$ cat config.mk
export PLATFORM = sky130hd
export DESIGN_NAME = hazard_ctrl_flat
export DESIGN_NICKNAME = d
export VERILOG_FILES = /design/src/rtl/hazard_ctrl_if.sv /design/src/rtl/hazard_ctrl.sv /design/src/flat_wrapper.sv
export SDC_FILE = /design/constraint.sdc
export NUM_CORES = 1
export LEC_CHECK = 0
export ABC_CLOCK_PERIOD_IN_PS = 4700
export BUFFER_PORTS_ARGS = -buffer_cell sky130_fd_sc_hd__buf_2
export CAP_MARGIN = 20
export CELL_PAD_IN_SITES_DETAIL_PLACEMENT = 1
export CELL_PAD_IN_SITES_GLOBAL_PLACEMENT = 1
export CORE_MARGIN = 5
export CORE_UTILIZATION = 40
export DETAILED_ROUTE_END_ITERATION = 12
export PLACE_DENSITY_LB_ADDON = 0.1
export SLEW_MARGIN = 20
export SYNTH_ARGS = -nofsm -noshare
export SYNTH_HDL_FRONTEND = slang
export SYNTH_SLANG_ARGS = --single-unit
$ cat constraint.sdc
create_clock -name clock -period 4.7 [get_ports clock]
set_input_delay 0.47 -clock clock [delete_from_list [all_inputs] [get_ports clock]]
set_output_delay 0.47 -clock clock [all_outputs]
set_load 0.05 [all_outputs]
$ cat src/rtl/hazard_ctrl_if.sv
// Pipeline hazard controller bundle: decode/execute status in, pipeline register controls and counters out.
interface hazard_ctrl_if #(
  parameter int REG_AW = 5,
  parameter int CNT_W  = 16
);
  logic [REG_AW-1:0] id_rs;
  logic [REG_AW-1:0] id_rt;
  logic              id_uses_rs;
  logic              id_uses_rt;
  logic              ex_mem_read;
  logic [REG_AW-1:0] ex_rd;
  logic              ex_br_taken;
  logic              ex_mc_op;
  logic              cnt_clr;

  logic              pc_load;
  logic              ifid_load;
  logic              ifid_clear;
  logic              idex_load;
  logic              idex_clear;
  logic              exmem_load;
  logic              exmem_clear;
  logic              mc_busy;
  logic              mc_done;
  logic [CNT_W-1:0]  stall_cnt;
  logic [CNT_W-1:0]  flush_cnt;

  modport master (
    output id_rs, id_rt, id_uses_rs, id_uses_rt, ex_mem_read, ex_rd,
           ex_br_taken, ex_mc_op, cnt_clr,
    input  pc_load, ifid_load, ifid_clear, idex_load, idex_clear,
           exmem_load, exmem_clear, mc_busy, mc_done, stall_cnt, flush_cnt
  );

  modport slave (
    input  id_rs, id_rt, id_uses_rs, id_uses_rt, ex_mem_read, ex_rd,
           ex_br_taken, ex_mc_op, cnt_clr,
    output pc_load, ifid_load, ifid_clear, idex_load, idex_clear,
           exmem_load, exmem_clear, mc_busy, mc_done, stall_cnt, flush_cnt
  );
endinterface

$ cat src/rtl/hazard_ctrl.sv
// Load-use / branch-flush / multi-cycle-EX stall controller driving pipeline register load/clear,
// with saturating stall and flush counters.
module hazard_ctrl #(
  parameter int REG_AW = 5,
  parameter int MC_LAT = 4,
  parameter int CNT_W  = 16
) (
  input logic         clock,
  input logic         reset,
  hazard_ctrl_if.slave bus
);
  localparam int MCW = $clog2(MC_LAT) + 1;
  localparam logic [MCW-1:0] MC_INIT = (MC_LAT > 1) ? MCW'(MC_LAT - 2) : '0;
  localparam bit MC_STALLS = (MC_LAT > 1);

  typedef enum logic {RUN, MC_BUSY} state_t;

  state_t           r_state, w_state_nxt;
  logic [MCW-1:0]   r_mc_cnt, w_mc_cnt_nxt;
  logic [CNT_W-1:0] r_stall_cnt, r_flush_cnt;
  logic             w_lu, w_stall_inc, w_flush_inc;
  logic             w_pc_load, w_ifid_load, w_ifid_clear, w_idex_load, w_idex_clear;
  logic             w_exmem_load, w_exmem_clear, w_mc_done;

  assign w_lu = bus.ex_mem_read && (bus.ex_rd != '0) &&
                ((bus.id_uses_rs && (bus.id_rs == bus.ex_rd)) ||
                 (bus.id_uses_rt && (bus.id_rt == bus.ex_rd)));

  always_comb begin
    w_pc_load     = 1'b1;
    w_ifid_load   = 1'b1;
    w_ifid_clear  = 1'b0;
    w_idex_load   = 1'b1;
    w_idex_clear  = 1'b0;
    w_exmem_load  = 1'b1;
    w_exmem_clear = 1'b0;
    w_mc_done     = 1'b0;
    w_stall_inc   = 1'b0;
    w_flush_inc   = 1'b0;
    w_state_nxt   = r_state;
    w_mc_cnt_nxt  = r_mc_cnt;

    if (reset) begin
      w_pc_load     = 1'b0;
      w_ifid_load   = 1'b0;
      w_idex_load   = 1'b0;
      w_exmem_load  = 1'b0;
      w_ifid_clear  = 1'b1;
      w_idex_clear  = 1'b1;
      w_exmem_clear = 1'b1;
    end else begin
      unique case (r_state)
        RUN: begin
          if (bus.ex_br_taken) begin
            w_ifid_clear = 1'b1;
            w_idex_clear = 1'b1;
            w_flush_inc  = 1'b1;
          end else if (bus.ex_mc_op && MC_STALLS) begin
            w_pc_load     = 1'b0;
            w_ifid_load   = 1'b0;
            w_idex_load   = 1'b0;
            w_exmem_clear = 1'b1;
            w_stall_inc   = 1'b1;
            w_state_nxt   = MC_BUSY;
            w_mc_cnt_nxt  = MC_INIT;
          end else if (w_lu) begin
            // one bubble suffices: the load moves on to MEM and forwards from there
            w_pc_load    = 1'b0;
            w_ifid_load  = 1'b0;
            w_idex_clear = 1'b1;
            w_stall_inc  = 1'b1;
          end
        end
        MC_BUSY: begin
          if (r_mc_cnt != '0) begin
            w_pc_load     = 1'b0;
            w_ifid_load   = 1'b0;
            w_idex_load   = 1'b0;
            w_exmem_clear = 1'b1;
            w_stall_inc   = 1'b1;
            w_mc_cnt_nxt  = r_mc_cnt - 1'b1;
          end else begin
            w_mc_done   = 1'b1;
            w_state_nxt = RUN;
          end
        end
        default: w_state_nxt = RUN;
      endcase
    end
  end

  always_ff @(posedge clock or posedge reset) begin
    if (reset) begin
      r_state     <= RUN;
      r_mc_cnt    <= '0;
      r_stall_cnt <= '0;
      r_flush_cnt <= '0;
    end else begin
      r_state  <= w_state_nxt;
      r_mc_cnt <= w_mc_cnt_nxt;
      if (bus.cnt_clr) begin
        r_stall_cnt <= '0;
        r_flush_cnt <= '0;
      end else begin
        if (w_stall_inc && (r_stall_cnt != '1)) r_stall_cnt <= r_stall_cnt + 1'b1;
        if (w_flush_inc && (r_flush_cnt != '1)) r_flush_cnt <= r_flush_cnt + 1'b1;
      end
    end
  end

  assign bus.pc_load     = w_pc_load;
  assign bus.ifid_load   = w_ifid_load;
  assign bus.ifid_clear  = w_ifid_clear;
  assign bus.idex_load   = w_idex_load;
  assign bus.idex_clear  = w_idex_clear;
  assign bus.exmem_load  = w_exmem_load;
  assign bus.exmem_clear = w_exmem_clear;
  assign bus.mc_busy     = (r_state == MC_BUSY) && !reset;
  assign bus.mc_done     = w_mc_done;
  assign bus.stall_cnt   = r_stall_cnt;
  assign bus.flush_cnt   = r_flush_cnt;
endmodule

$ cat src/flat_wrapper.sv
// flat-port wrapper written by rule: the top's interface ports become plain ports
module hazard_ctrl_flat 
#(
  parameter int REG_AW = 5,
  parameter int MC_LAT = 4,
  parameter int CNT_W  = 16
)
  (clock, reset, bus_id_rs, bus_id_rt, bus_id_uses_rs, bus_id_uses_rt, bus_ex_mem_read, bus_ex_rd, bus_ex_br_taken, bus_ex_mc_op, bus_cnt_clr, bus_pc_load, bus_ifid_load, bus_ifid_clear, bus_idex_load, bus_idex_clear, bus_exmem_load, bus_exmem_clear, bus_mc_busy, bus_mc_done, bus_stall_cnt, bus_flush_cnt);
  hazard_ctrl_if #(.REG_AW(REG_AW), .CNT_W(CNT_W)) bus_i ();
  input logic clock;
  input logic reset;
  input wire logic [$bits(bus_i.id_rs)-1:0] bus_id_rs;
  input wire logic [$bits(bus_i.id_rt)-1:0] bus_id_rt;
  input wire logic [$bits(bus_i.id_uses_rs)-1:0] bus_id_uses_rs;
  input wire logic [$bits(bus_i.id_uses_rt)-1:0] bus_id_uses_rt;
  input wire logic [$bits(bus_i.ex_mem_read)-1:0] bus_ex_mem_read;
  input wire logic [$bits(bus_i.ex_rd)-1:0] bus_ex_rd;
  input wire logic [$bits(bus_i.ex_br_taken)-1:0] bus_ex_br_taken;
  input wire logic [$bits(bus_i.ex_mc_op)-1:0] bus_ex_mc_op;
  input wire logic [$bits(bus_i.cnt_clr)-1:0] bus_cnt_clr;
  output wire logic [$bits(bus_i.pc_load)-1:0] bus_pc_load;
  output wire logic [$bits(bus_i.ifid_load)-1:0] bus_ifid_load;
  output wire logic [$bits(bus_i.ifid_clear)-1:0] bus_ifid_clear;
  output wire logic [$bits(bus_i.idex_load)-1:0] bus_idex_load;
  output wire logic [$bits(bus_i.idex_clear)-1:0] bus_idex_clear;
  output wire logic [$bits(bus_i.exmem_load)-1:0] bus_exmem_load;
  output wire logic [$bits(bus_i.exmem_clear)-1:0] bus_exmem_clear;
  output wire logic [$bits(bus_i.mc_busy)-1:0] bus_mc_busy;
  output wire logic [$bits(bus_i.mc_done)-1:0] bus_mc_done;
  output wire logic [$bits(bus_i.stall_cnt)-1:0] bus_stall_cnt;
  output wire logic [$bits(bus_i.flush_cnt)-1:0] bus_flush_cnt;
  assign bus_i.id_rs = bus_id_rs;
  assign bus_i.id_rt = bus_id_rt;
  assign bus_i.id_uses_rs = bus_id_uses_rs;
  assign bus_i.id_uses_rt = bus_id_uses_rt;
  assign bus_i.ex_mem_read = bus_ex_mem_read;
  assign bus_i.ex_rd = bus_ex_rd;
  assign bus_i.ex_br_taken = bus_ex_br_taken;
  assign bus_i.ex_mc_op = bus_ex_mc_op;
  assign bus_i.cnt_clr = bus_cnt_clr;
  assign bus_pc_load = bus_i.pc_load;
  assign bus_ifid_load = bus_i.ifid_load;
  assign bus_ifid_clear = bus_i.ifid_clear;
  assign bus_idex_load = bus_i.idex_load;
  assign bus_idex_clear = bus_i.idex_clear;
  assign bus_exmem_load = bus_i.exmem_load;
  assign bus_exmem_clear = bus_i.exmem_clear;
  assign bus_mc_busy = bus_i.mc_busy;
  assign bus_mc_done = bus_i.mc_done;
  assign bus_stall_cnt = bus_i.stall_cnt;
  assign bus_flush_cnt = bus_i.flush_cnt;
  hazard_ctrl #(.REG_AW(REG_AW), .MC_LAT(MC_LAT), .CNT_W(CNT_W)) u_core (.clock(clock), .reset(reset), .bus(bus_i));
endmodule
==> results of run 1 <==
-- layout make-up --
class,count,share of cell area
repair buffers,65,0.130
clock inverters,3,0.0166
multi-input cells,177,0.431
inverters,7,0.0102
flip-flops and latches,36,0.351
well taps,70,0.0341
clock buffers,5,0.0268
-- registers in the layout, indices dropped and copies added, names as in the netlist --
register              count
u_core.bus.flush_cnt     16
u_core.bus.stall_cnt     16
u_core.r_mc_cnt           3
u_core.r_state            1
-- layer usage --
layer | global-route usage | vias up | routed length (µm)
met5 | 0 | - | 0
met4 | 0.0482 | 0 | 46
met3 | 0.0445 | 6 | 356
met2 | 0.324 | 44 | 2850
met1 | 0.201 | 955 | 2340
li1 | - | 947 | -
-- critical path, delay by kind of cell, from the launching register on --
family,cells,cell delay (ns)
DFF,1,0.40
and+or+nand+nor,3,0.39
AOI/OAI and AO/OA,1,0.29
adders and majority gates,1,0.15
buffers and inverters,3,0.45
-- synth_stat cells (all sizes together), types with 2 or more instances --
cell,instances
dfrtp,36
clkbuf,4
xnor2,14
xor2,11
nand2b,2
ha,4
a21oi,16
or3,8
nand4,11
and2,3
and3,7
nor3,2
and4,3
nor2b,2
buf,4
o31ai,7
o21ai,12
nand3,11
or4,7
nand2,15
nor2,28
inv,7
mux2i,2
-- power groups by stage --
stage / sequential (mW) / clock, mW / combinational, mW
global placement: 0.365 / 0 / 0.301
finish: 0.360 / 0.271 / 0.313
detailed placement: 0.366 / 0 / 0.311
floorplan: 0.384 / 0 / 0.229
global route: 0.364 / 0.298 / 0.345
CTS: 0.360 / 0.282 / 0.312
-- cell families (layout without fill, tap and decap cells) --
| kind of cell | Yosys count | count (layout) | share of synthesized area |
|---|---|---|---|
| AOI/OAI and AO/OA | 44 | 44 | 0.129 |
| xor gates and xnor gates | 25 | 25 | 0.105 |
| adders and majority gates | 4 | 4 | 0.0240 |
| buffers and inverters | 15 | 80 | 0.0378 |
| DFF | 36 | 36 | 0.432 |
| muxes | 2 | 2 | 0.00959 |
| and+or+nand+nor | 102 | 102 | 0.263 |
-- how the worst max path moves through the flow --
stage,cells past startpoint,startpoint,endpoint,slack [ns]
4_1_cts,6,u_core.bus.stall_cnt[0],u_core.bus.stall_cnt[8],2.12
2_1_floorplan,8,u_core.r_mc_cnt[0],bus_pc_load,0.97
5_1_grt,8,u_core.r_mc_cnt[0],bus_pc_load,2.07
3_3_place_gp,7,bus_ex_rd[0],u_core.bus.stall_cnt[1],2.01
3_5_place_dp,7,bus_ex_rd[0],u_core.bus.stall_cnt[3],1.89
6_report,8,u_core.r_mc_cnt[0],bus_pc_load,2.27
==> results.txt, run 1 <==
status = finished, final reports clean
Clock Latency Late Sink = 0.28 ns
sequential power share = 0.381
htree depth = 2
total leakage power = 1.22 nW
post-route minimum period = 2.43 ns
internal reg-to-reg setup slack = 2.35 ns
logic gate share of total power = 0.332
Critical Path AT = 1.96 ns
multi-input gate area in the final layout = 1110 µm²
area post-placement = 2440 µm²
EDFF count, synth = 0
DRC violations left = 0
die area = 6760 µm²
worst rel slew slack = 0.602
Diodes inserted = 0
PwrDens = 368 nW/µm²
Setup Viol. Count Final = 0
setup slack after layout = 2.27 ns
Switch Pwr = 0.367 mW
vias in the first global route = 2011
final hold viol count = 0
Bufs on Longest Clock Path = 2
Die Span Y = 82.2 µm
PortBufs = 63
die extent in x = 82.2 µm
global-route wire length before repair = 9320 µm
fin cells = 363
synth unique cells = 40
Num CTS Buffers = 5
Clock Sinks = 36
ys async rst share = 1.00
Hold WC Path Type = in2async
fraction of layout cells with a size suffix above 1 = 0.283
Primary FF master, synth = dfrtp_1
largest net degree at the start of global routing = 37
Worst-path clk slew = 0.07 ns
core area = 5070 µm²
Final Skew = 0.00536 ns
# Max-Cap Violations = 0
placed cells = 354
Sw Ratio = 0.389
Yosys warnings = 0
Fin Hold WS = 0.113 ns
crit-path max cell delay = 0.40 ns
Clock power frac = 0.287
commonest non-fill, non-tap cell in the layout = buf_2
Util after Layout = 0.506
Fillers = 660
syn_area_per_cell = 9.15 µm²
Final Power = 0.944 mW
Via density = 5.38
Ports = 64
DR vias = 1952
Yosys reg bits = 36
Least-Margin Pin Slew = 0.597 ns
Final Cycle Share = 0.517
Final #Nets = 319
P&R area growth vs syn = 23.0%
Pint = 0.577 mW
worst-path maximum fanout = 3
Synth area leaders = dfrtp_1 (43%), xnor2_1 (5.9%), nor2_1 (5.0%)
Post-DRT Antenna Nets = 0
CP required = 4.23 ns
max-slew violations = 0
Synth top area share = 0.432
fin area = 2570 µm²
register area = 901 µm²
clock root buffer = clkbuf_8
number of DRC markers in iteration 0 = 59
overall routing resource usage = 0.176
commonest non-fill, non-tap cells in the layout = buf_2 (63), dfrtp_1 (36), nor2_1 (28)
crit path kind = reg2out
Cell Chain, Critical Path = inv_1 > ha_1 > nand2b_1 > a22o_1 > nor2_1 > inv_1 > nor2_1 > buf_2
post-DP HPWL = 4240 µm
row count = 26
initial antenna violation count = 0
FF-to-FF End = u_core.bus.stall_cnt[9]
post-DR wirelength/cell = 15.4 µm
Seq/Total Area, Yosys = 0.432
slowest CP cell = dfrtp_1
synthesized area = 2090 µm²
starting density of the core = 0.411
DR pass1 iterations = 4
Peak VDD IR = 0.000192 V
Hold Buf Count CTS = 0
syn nets = 255
# resized after CTS = 0
GP Congestion = 0.730
CTS tree = built
Setup Buffers After CTS = 0
Setup WS pre-CTS = 1.89 ns
Synth Instances = 228
unrepaired setup endpoints after global routing = false
crit start category = register
CP endpoint kind = output pin
GRT overflow = 0
Peak Freq = 412 MHz
Total Wirelength = 5590 µm
leading area contributor after synthesis = dfrtp_1
FF-to-FF path depth = 7
worst reg2reg startpoint = u_core.bus.stall_cnt[0]
setup TNS = 0 ns
No activity file was read; power rests on OpenSTA's default activity.
==> run 2, diff against run 1 <==
Settings changed: ABC_AREA set to 1, ABC_CLOCK_PERIOD_IN_PS 4700 to 2200, CORE_UTILIZATION 40 to 34.
Clock period 4.7 ns to 2.2 ns, I/O delays scaled along.
==> run 2 against run 1 <==
  * Clock-buffer cell count increased by 2
  * Combinational power increased by 130%
  * Critical path type is now reg2reg
  * Non-clock buffer count increased by 2
  * Highest routed layer unchanged
==> results.txt, run 2 <==
# Max-Cap Violations = 0 (unchanged)
Hold WC Path Type = in2async
status = finished, final reports clean
Die Span Y = 97.1 µm (+18%)
Peak VDD IR = 0.000537 V (+180%)
Seq/Total Area, Yosys = 0.349 (-0.0823)
Peak Freq = 493 MHz
Clock Latency Late Sink = 0.29 ns (about the same)
Cell Chain, Critical Path = ha_1 > nand3_1 > inv_1 > nand2_1 > nand3b_1 > nand2_2 > inv_2 > nand2_1 > nand2_1 > nand2_1 > nor2_1
Worst-path clk slew = 0.08 ns (about the same)
CTS tree = built
most common cell in the netlist = nand2_1
vias in the first global route = 2660 (+32%)
leading area contributor after synthesis = dfrtp_1
core area = 7330 µm² (+44%)
Ports = 64 (unchanged)
Post-DRT Antenna Nets = 0 (unchanged)
crit path kind = reg2reg
Final #Nets = 467 (+46%)
worst rel slew slack = 0.675 (+0.0726)
PwrDens = 648 nW/µm² (+76%)
number of DRC markers in iteration 0 = 51 (-14%)
post-DP HPWL = 5900 µm (+39%)
syn nets = 404 (+58%)
largest net degree at the start of global routing = 37 (unchanged)
row count = 31 (+19%)
EDFF count, synth = 0 (unchanged)
initial antenna violation count = 0 (unchanged)
P&R area growth vs syn = 19.5%
DR pass1 iterations = 4 (unchanged)
Least-Margin Pin Slew = 0.488 ns (-0.109 ns)
Critical Path Stages = 11 (+3)
CP endpoint = u_core.bus.flush_cnt[6]
global-route wire length before repair = 12800 µm (+37%)
crit start category = register
Total Wirelength = 7620 µm (+36%)
FF-to-FF path depth = 11 (+4)
# resized after CTS = 0 (unchanged)
htree depth = 2 (unchanged)
slowest CP cell = dfrtp_1
critical path's most frequent cell = nand2_1
Synth area leaders = dfrtp_1 (35%), nand2_1 (13%), nand3_1 (8.5%)
commonest non-fill, non-tap cells in the layout = nand2_1 (90), buf_2 (63), inv_1 (55)
internal reg-to-reg setup slack = 0.17 ns (-2.18 ns)
GRT overflow = 0 (unchanged)
unrepaired setup endpoints after global routing = false
worst-path maximum fanout = 11 (+8)
Buf+Inv Stages, Crit Path = 2 (-1)
GP Congestion = 0.826 (+13%)
most frequent cells after synthesis = nand2_1 (90), inv_1 (55), nand3_1 (44), nor2_1 (42), dfrtp_1 (36)
synth unique cells = 26 (-35%)
CP required = 2.39 ns (-1.84 ns)
critical path startpoint = u_core.bus.flush_cnt[0]
fin area = 3080 µm² (+20%)
DR vias = 2648 (+36%)
Hold Buf Count CTS = 0 (unchanged)
DRC violations left = 0 (unchanged)
crit-path max cell delay = 0.50 ns (+0.10 ns)
starting density of the core = 0.352 (-0.0595)
ys async rst share = 1.00 (unchanged)
FF-to-FF End = u_core.bus.flush_cnt[6]
Setup Viol. Count Final = 0 (unchanged)
Yosys reg bits = 36 (unchanged)
post-DR wirelength/cell = 14.1 µm (-8.4%)
overall routing resource usage = 0.163 (-0.0135)
clock root buffer = clkbuf_8
area post-placement = 2990 µm² (+22%)
Final Cycle Share = 0.921
Via density = 4.90 (-8.8%)
Yosys warnings = 0 (unchanged)
Primary FF master, synth = dfrtp_1
final hold viol count = 0 (unchanged)
synthesized area = 2580 µm² (+24%)
commonest non-fill, non-tap cell in the layout = nand2_1
PortBufs = 63 (unchanged)
die area = 9430 µm² (+39%)
CP endpoint kind = register
Critical Path AT = 2.22 ns (+0.26 ns)
die extent in x = 97.1 µm (+18%)
setup TNS = 0 ns (unchanged)
Clock Sinks = 36 (unchanged)
syn_area_per_cell = 6.84 µm² (-25%)
Synth Instances = 377 (+65%)
max-slew violations = 0 (unchanged)
post-route minimum period = 2.03 ns
Bufs on Longest Clock Path = 2 (unchanged)
Crit path max-delay family = simple AND/OR/NAND/NOR gates
Diodes inserted = 0 (unchanged)
Final Skew = 0.00965 ns (+0.00429 ns)
fraction of layout cells with a size suffix above 1 = 0.206 (-0.0769)
worst reg2reg startpoint = u_core.bus.flush_cnt[0]
Num CTS Buffers = 5 (unchanged)
Setup Buffers After CTS = 0 (unchanged)
Synth top area share = 0.349 (-0.0823)
total leakage power = 1.67 nW (+36%)
==> run 2: cell types whose count changed after synthesis, sizes merged, moves of 8 or more <==
cell / before / now
nor2: 28 / 46
xor2: 11 / 19
nand2: 15 / 95
a21oi: 16 / 4
inv: 7 / 59
nor3: 2 / 13
or3: 8 / 0
nand4: 11 / 24
xnor2: 14 / 2
nand3: 11 / 45
==> run 2: tightest hold or removal path, cell delays in order <==
cell and delay (ns):
buf_2 0.19, inv_1 0.10, buf_4 0.43
==> run 2: kinds of logic (layout without fill, tap and decap cells) <==
family          after synthesis  count (layout)  share of synthesized area
simple gates                225             225                      0.402
buf+inv                      70             134                      0.113
flops                        36              36                      0.349
compound gates               21              21                     0.0451
xor+xnor                     21              21                     0.0713
fa+ha+maj                     4               4                     0.0194
==> run 2: worst min path at each step <==
stage	from	slack, ns	end
finish	reset	0.21	u_core.bus.flush_cnt[5]
global route	bus_cnt_clr	0.21	u_core.bus.flush_cnt[0]
CTS	bus_cnt_clr	0.21	u_core.bus.flush_cnt[0]
detailed placement	bus_cnt_clr	0.52	u_core.bus.flush_cnt[0]
global placement	bus_cnt_clr	0.54	u_core.bus.flush_cnt[0]
floorplan	bus_cnt_clr	0.51	u_core.bus.flush_cnt[0]
==> run 2: report_power, final <==
part	total (mW)	internal [mW]	switching, mW
Combinational	0.729	0.172	0.557
Sequential	0.750	0.707	0.0430
Clock	0.517	0.255	0.262
Total	2.00	1.13	0.862
==> run 2: layout make-up <==
cell class / count / area (µm²)
Fill cell: 993 / 4250
Multi-Input combinational cell: 271 / 1400
Tap cell: 99 / 124
Clock buffer: 7 / 86.3
Clock inverter: 1 / 7.51
Timing Repair Buffer: 67 / 345
Sequential cell: 36 / 901
Inverter: 59 / 221
==> run 2: layer usage <==
layer	global-route usage	share of wire
met5	0	0
met4	0.0454	0.0097
met3	0.0359	0.055
met2	0.254	0.44
met1	0.226	0.50
==> run 2: per-stage QoR <==
stage	util	std cells	worst slack (ns)	total power, mW	hold slack, ns
global route	0.420	540	0.00678	2.13	0.212
detailed placement	0.407	532	0.233	1.50	0.524
finish	0.420	540	0.173	2.00	0.209
CTS	0.420	540	0.192	2.03	0.207
floorplan	-	377	0.151	1.33	0.509
global placement	0.407	532	0.367	1.48	0.539
==> run 3, diff against run 2 <==
Settings changed: ABC_CLOCK_PERIOD_IN_PS 2200 to 2000, CORE_UTILIZATION 34 to 38, HOLD_SLACK_MARGIN set to 0.08, PLACE_DENSITY set to 0.79, PLACE_DENSITY_LB_ADDON 0.1 to unset.
Clock period 2.2 ns to 2 ns, I/O delays scaled along.
==> run 3 against run 2 <==
  * Largest power group is now combinational cells
  * Final area rose by 4.7%
  * Core utilization rose by 6.3 points
  * Worst setup slack got worse by 0.067 ns
  * Critical endpoint is now bus_pc_load
  * First-iteration DRC count up 14%
  * Register-to-register slack hardly changed
  * Total power is 24% higher
==> results.txt, run 3 (synthesized netlist as in run 2, its figures left out) <==
Fin Hold WS = 0.139 ns (-0.0704 ns)
Worst-path clk slew = 0.09 ns (about the same)
status = finished, final reports clean
internal reg-to-reg setup slack = 0.18 ns (about the same)
Total Wirelength = 7940 µm (+4.2%)
post-route minimum period = 1.89 ns
Sw Ratio = 0.408 (-0.0239)
max-slew violations = 0 (unchanged)
Pint = 1.47 mW (+29%)
Peak VDD IR = 0.000305 V (-43%)
fraction of layout cells with a size suffix above 1 = 0.253 (+0.0464)
die area = 8530 µm² (-9.5%)
Clock Latency Late Sink = 0.30 ns (about the same)
Crit path max-delay family = simple AND/OR/NAND/NOR gates
Buf+Inv Stages, Crit Path = 3 (+1)
Ports = 64 (unchanged)
Hold WC Path Type = in2async
Switch Pwr = 1.01 mW (+17%)
crit-path max cell delay = 0.38 ns (-0.12 ns)
starting density of the core = 0.386 (+0.0342)
core area = 6680 µm² (-8.9%)
largest net degree at the start of global routing = 37 (unchanged)
worst rel slew slack = 0.678 (+0.00375)
Post-DRT Antenna Nets = 0 (unchanged)
WL met3 = 229 µm (-46%)
Final Cycle Share = 0.947
GP Congestion = 0.883 (+6.9%)
number of DRC markers in iteration 0 = 58 (+14%)
clock root buffer = clkbuf_8
routed wl met2 = 4200 µm (+25%)
Num CTS Buffers = 5 (unchanged)
Diodes inserted = 0 (unchanged)
DR vias = 2765 (+4.4%)
vias in the first global route = 2870 (+7.9%)
commonest non-fill, non-tap cell in the layout = nand2_1
CTS tree = built
critical path's most frequent cell = nand2_2
PwrDens = 767 nW/µm² (+18%)
CP required = 1.80 ns (-0.59 ns)
global-route wire length before repair = 13400 µm (+4.4%)
Via density = 5.17 (+5.4%)
row count = 30 (-3.2%)
# Max-Cap Violations = 0 (unchanged)
htree depth = 2 (unchanged)
GRT overflow = 0 (unchanged)
logic gate share of total power = 0.398 (+0.033)
PortBufs = 63 (unchanged)
overall routing resource usage = 0.191 (+0.0284)
P&R area growth vs syn = 25.1%
Bufs on Longest Clock Path = 2 (unchanged)
Least-Margin Pin Slew = 0.482 ns (-0.00563 ns)
CP endpoint kind = output pin
crit path kind = reg2out
slowest CP cell = dfrtp_1
M1 WL = 3420 µm (-9.4%)
Clock Sinks = 36 (unchanged)
Clock power frac = 0.270 (+0.011)
Final Power = 2.47 mW (+24%)
FF-to-FF End = u_core.bus.stall_cnt[1]
post-DP HPWL = 5980 µm (+1.3%)
Setup Viol. Count Final = 0 (unchanged)
post-DR wirelength/cell = 14.8 µm (+5.2%)
worst reg2reg startpoint = u_core.r_mc_cnt[0]
commonest non-fill, non-tap cells in the layout = nand2_1 (88), buf_2 (61), inv_1 (51)
final hold viol count = 0 (unchanged)
worst-path maximum fanout = 4 (-7)
FF-to-FF path depth = 12 (+1)
top sig layer = met4
Cell Chain, Critical Path = inv_2 > ha_1 > nand2_2 > nor2_2 > nor3_4 > nor2_4 > nand2_2 > clkinvlp_4 > buf_8
crit start category = register
die extent in x = 92.4 µm (-4.9%)
sequential power share = 0.332 (-0.044)
DR pass1 iterations = 4 (unchanged)
DRC violations left = 0 (unchanged)
Final #Nets = 481 (+3.0%)
Critical Path AT = 1.69 ns (-0.53 ns)
Peak Freq = 528 MHz
total leakage power = 1.73 nW (+4.0%)
Final Skew = 0.0150 ns (+0.00535 ns)
initial antenna violation count = 0 (unchanged)
Die Span Y = 92.4 µm (-4.9%)
## run 3: changes by cell type in the layout (fill, tap and decap cells not counted), sizes merged
| cell | previous run | this run |
|---|---|---|
| buf | 67 | 81 |
| bufinv | 0 | 1 |
| clkbuf | 7 | 5 |
| clkinv | 0 | 1 |
| clkinvlp | 1 | 2 |
| inv | 59 | 58 |
## run 3: metal layers
layer,vias up,GRT usage
met3,7,0.0301
li1,1363,-
met1,1349,0.231
met2,46,0.346
met4,0,0.0582
met5,-,0
## run 3: cell type report
class                           instances  area, µm²
Timing Repair Buffer                   81        470
Tap cell                               80        100
Inverter                               59        225
Fill cell                             926       3460
Clock buffer                            5       68.8
Multi-Input combinational cell        271       1420
Sequential cell                        36        902
Clock inverter                          3       42.5
## run 3: metrics by stage
step           std cells   util  cell area, µm²  setup TNS (ns)  setup WS, ns
6_report             535  0.483            3230               0         0.106
5_1_grt              535  0.483            3230         -0.0273       -0.0121
4_1_cts              526  0.468            3120               0        0.0158
3_5_place_dp         517  0.449            3000               0        0.0491
3_3_place_gp         517  0.449            3000               0         0.215
2_1_floorplan        377      -            2590               0        0.0350
## run 3: power by group through the flow
stage                     logic (mW)  clock network [mW]  registers (mW)
after floorplan                0.592                   0           0.878
after global placement         0.827                   0           0.827
after detailed placement       0.852                   0           0.833
after CTS                      0.883               0.679           0.821
after global routing            1.07               0.719           0.828
final                          0.986               0.668           0.821
## run 3: how the worst max path moves through the flow
stage,startpoint,end,slack (ns),cells after the start
6_report,u_core.r_mc_cnt[0],bus_pc_load,0.11,9
5_1_grt,u_core.bus.flush_cnt[1],u_core.bus.flush_cnt[3],-0.01,10
4_1_cts,u_core.r_mc_cnt[0],bus_pc_load,0.02,9
3_5_place_dp,u_core.bus.flush_cnt[0],u_core.bus.flush_cnt[6],0.05,11
3_3_place_gp,u_core.bus.flush_cnt[0],u_core.bus.flush_cnt[6],0.21,11
2_1_floorplan,u_core.bus.flush_cnt[1],u_core.bus.flush_cnt[7],0.04,10
## run 3: worst reg2reg max path, cell delays in order, from the launching register on
cell	delay [ns]
dfrtp_1	0.38
inv_2	0.08
ha_1	0.16
nand2_2	0.08
nor2_2	0.15
nor3_4	0.06
buf_4	0.15
buf_4	0.13
inv_1	0.10
nand2_4	0.07
buf_4	0.19
nand4_1	0.09
nand2_1	0.07
## run 3: timing repair
action                                  4_1_cts  5_1_grt
gates resized for setup                       3       12
setup buffers                                 1        9
hold buffers                                  0        0
endpoints found under the setup margin        2       16
pin swaps                                     1        4
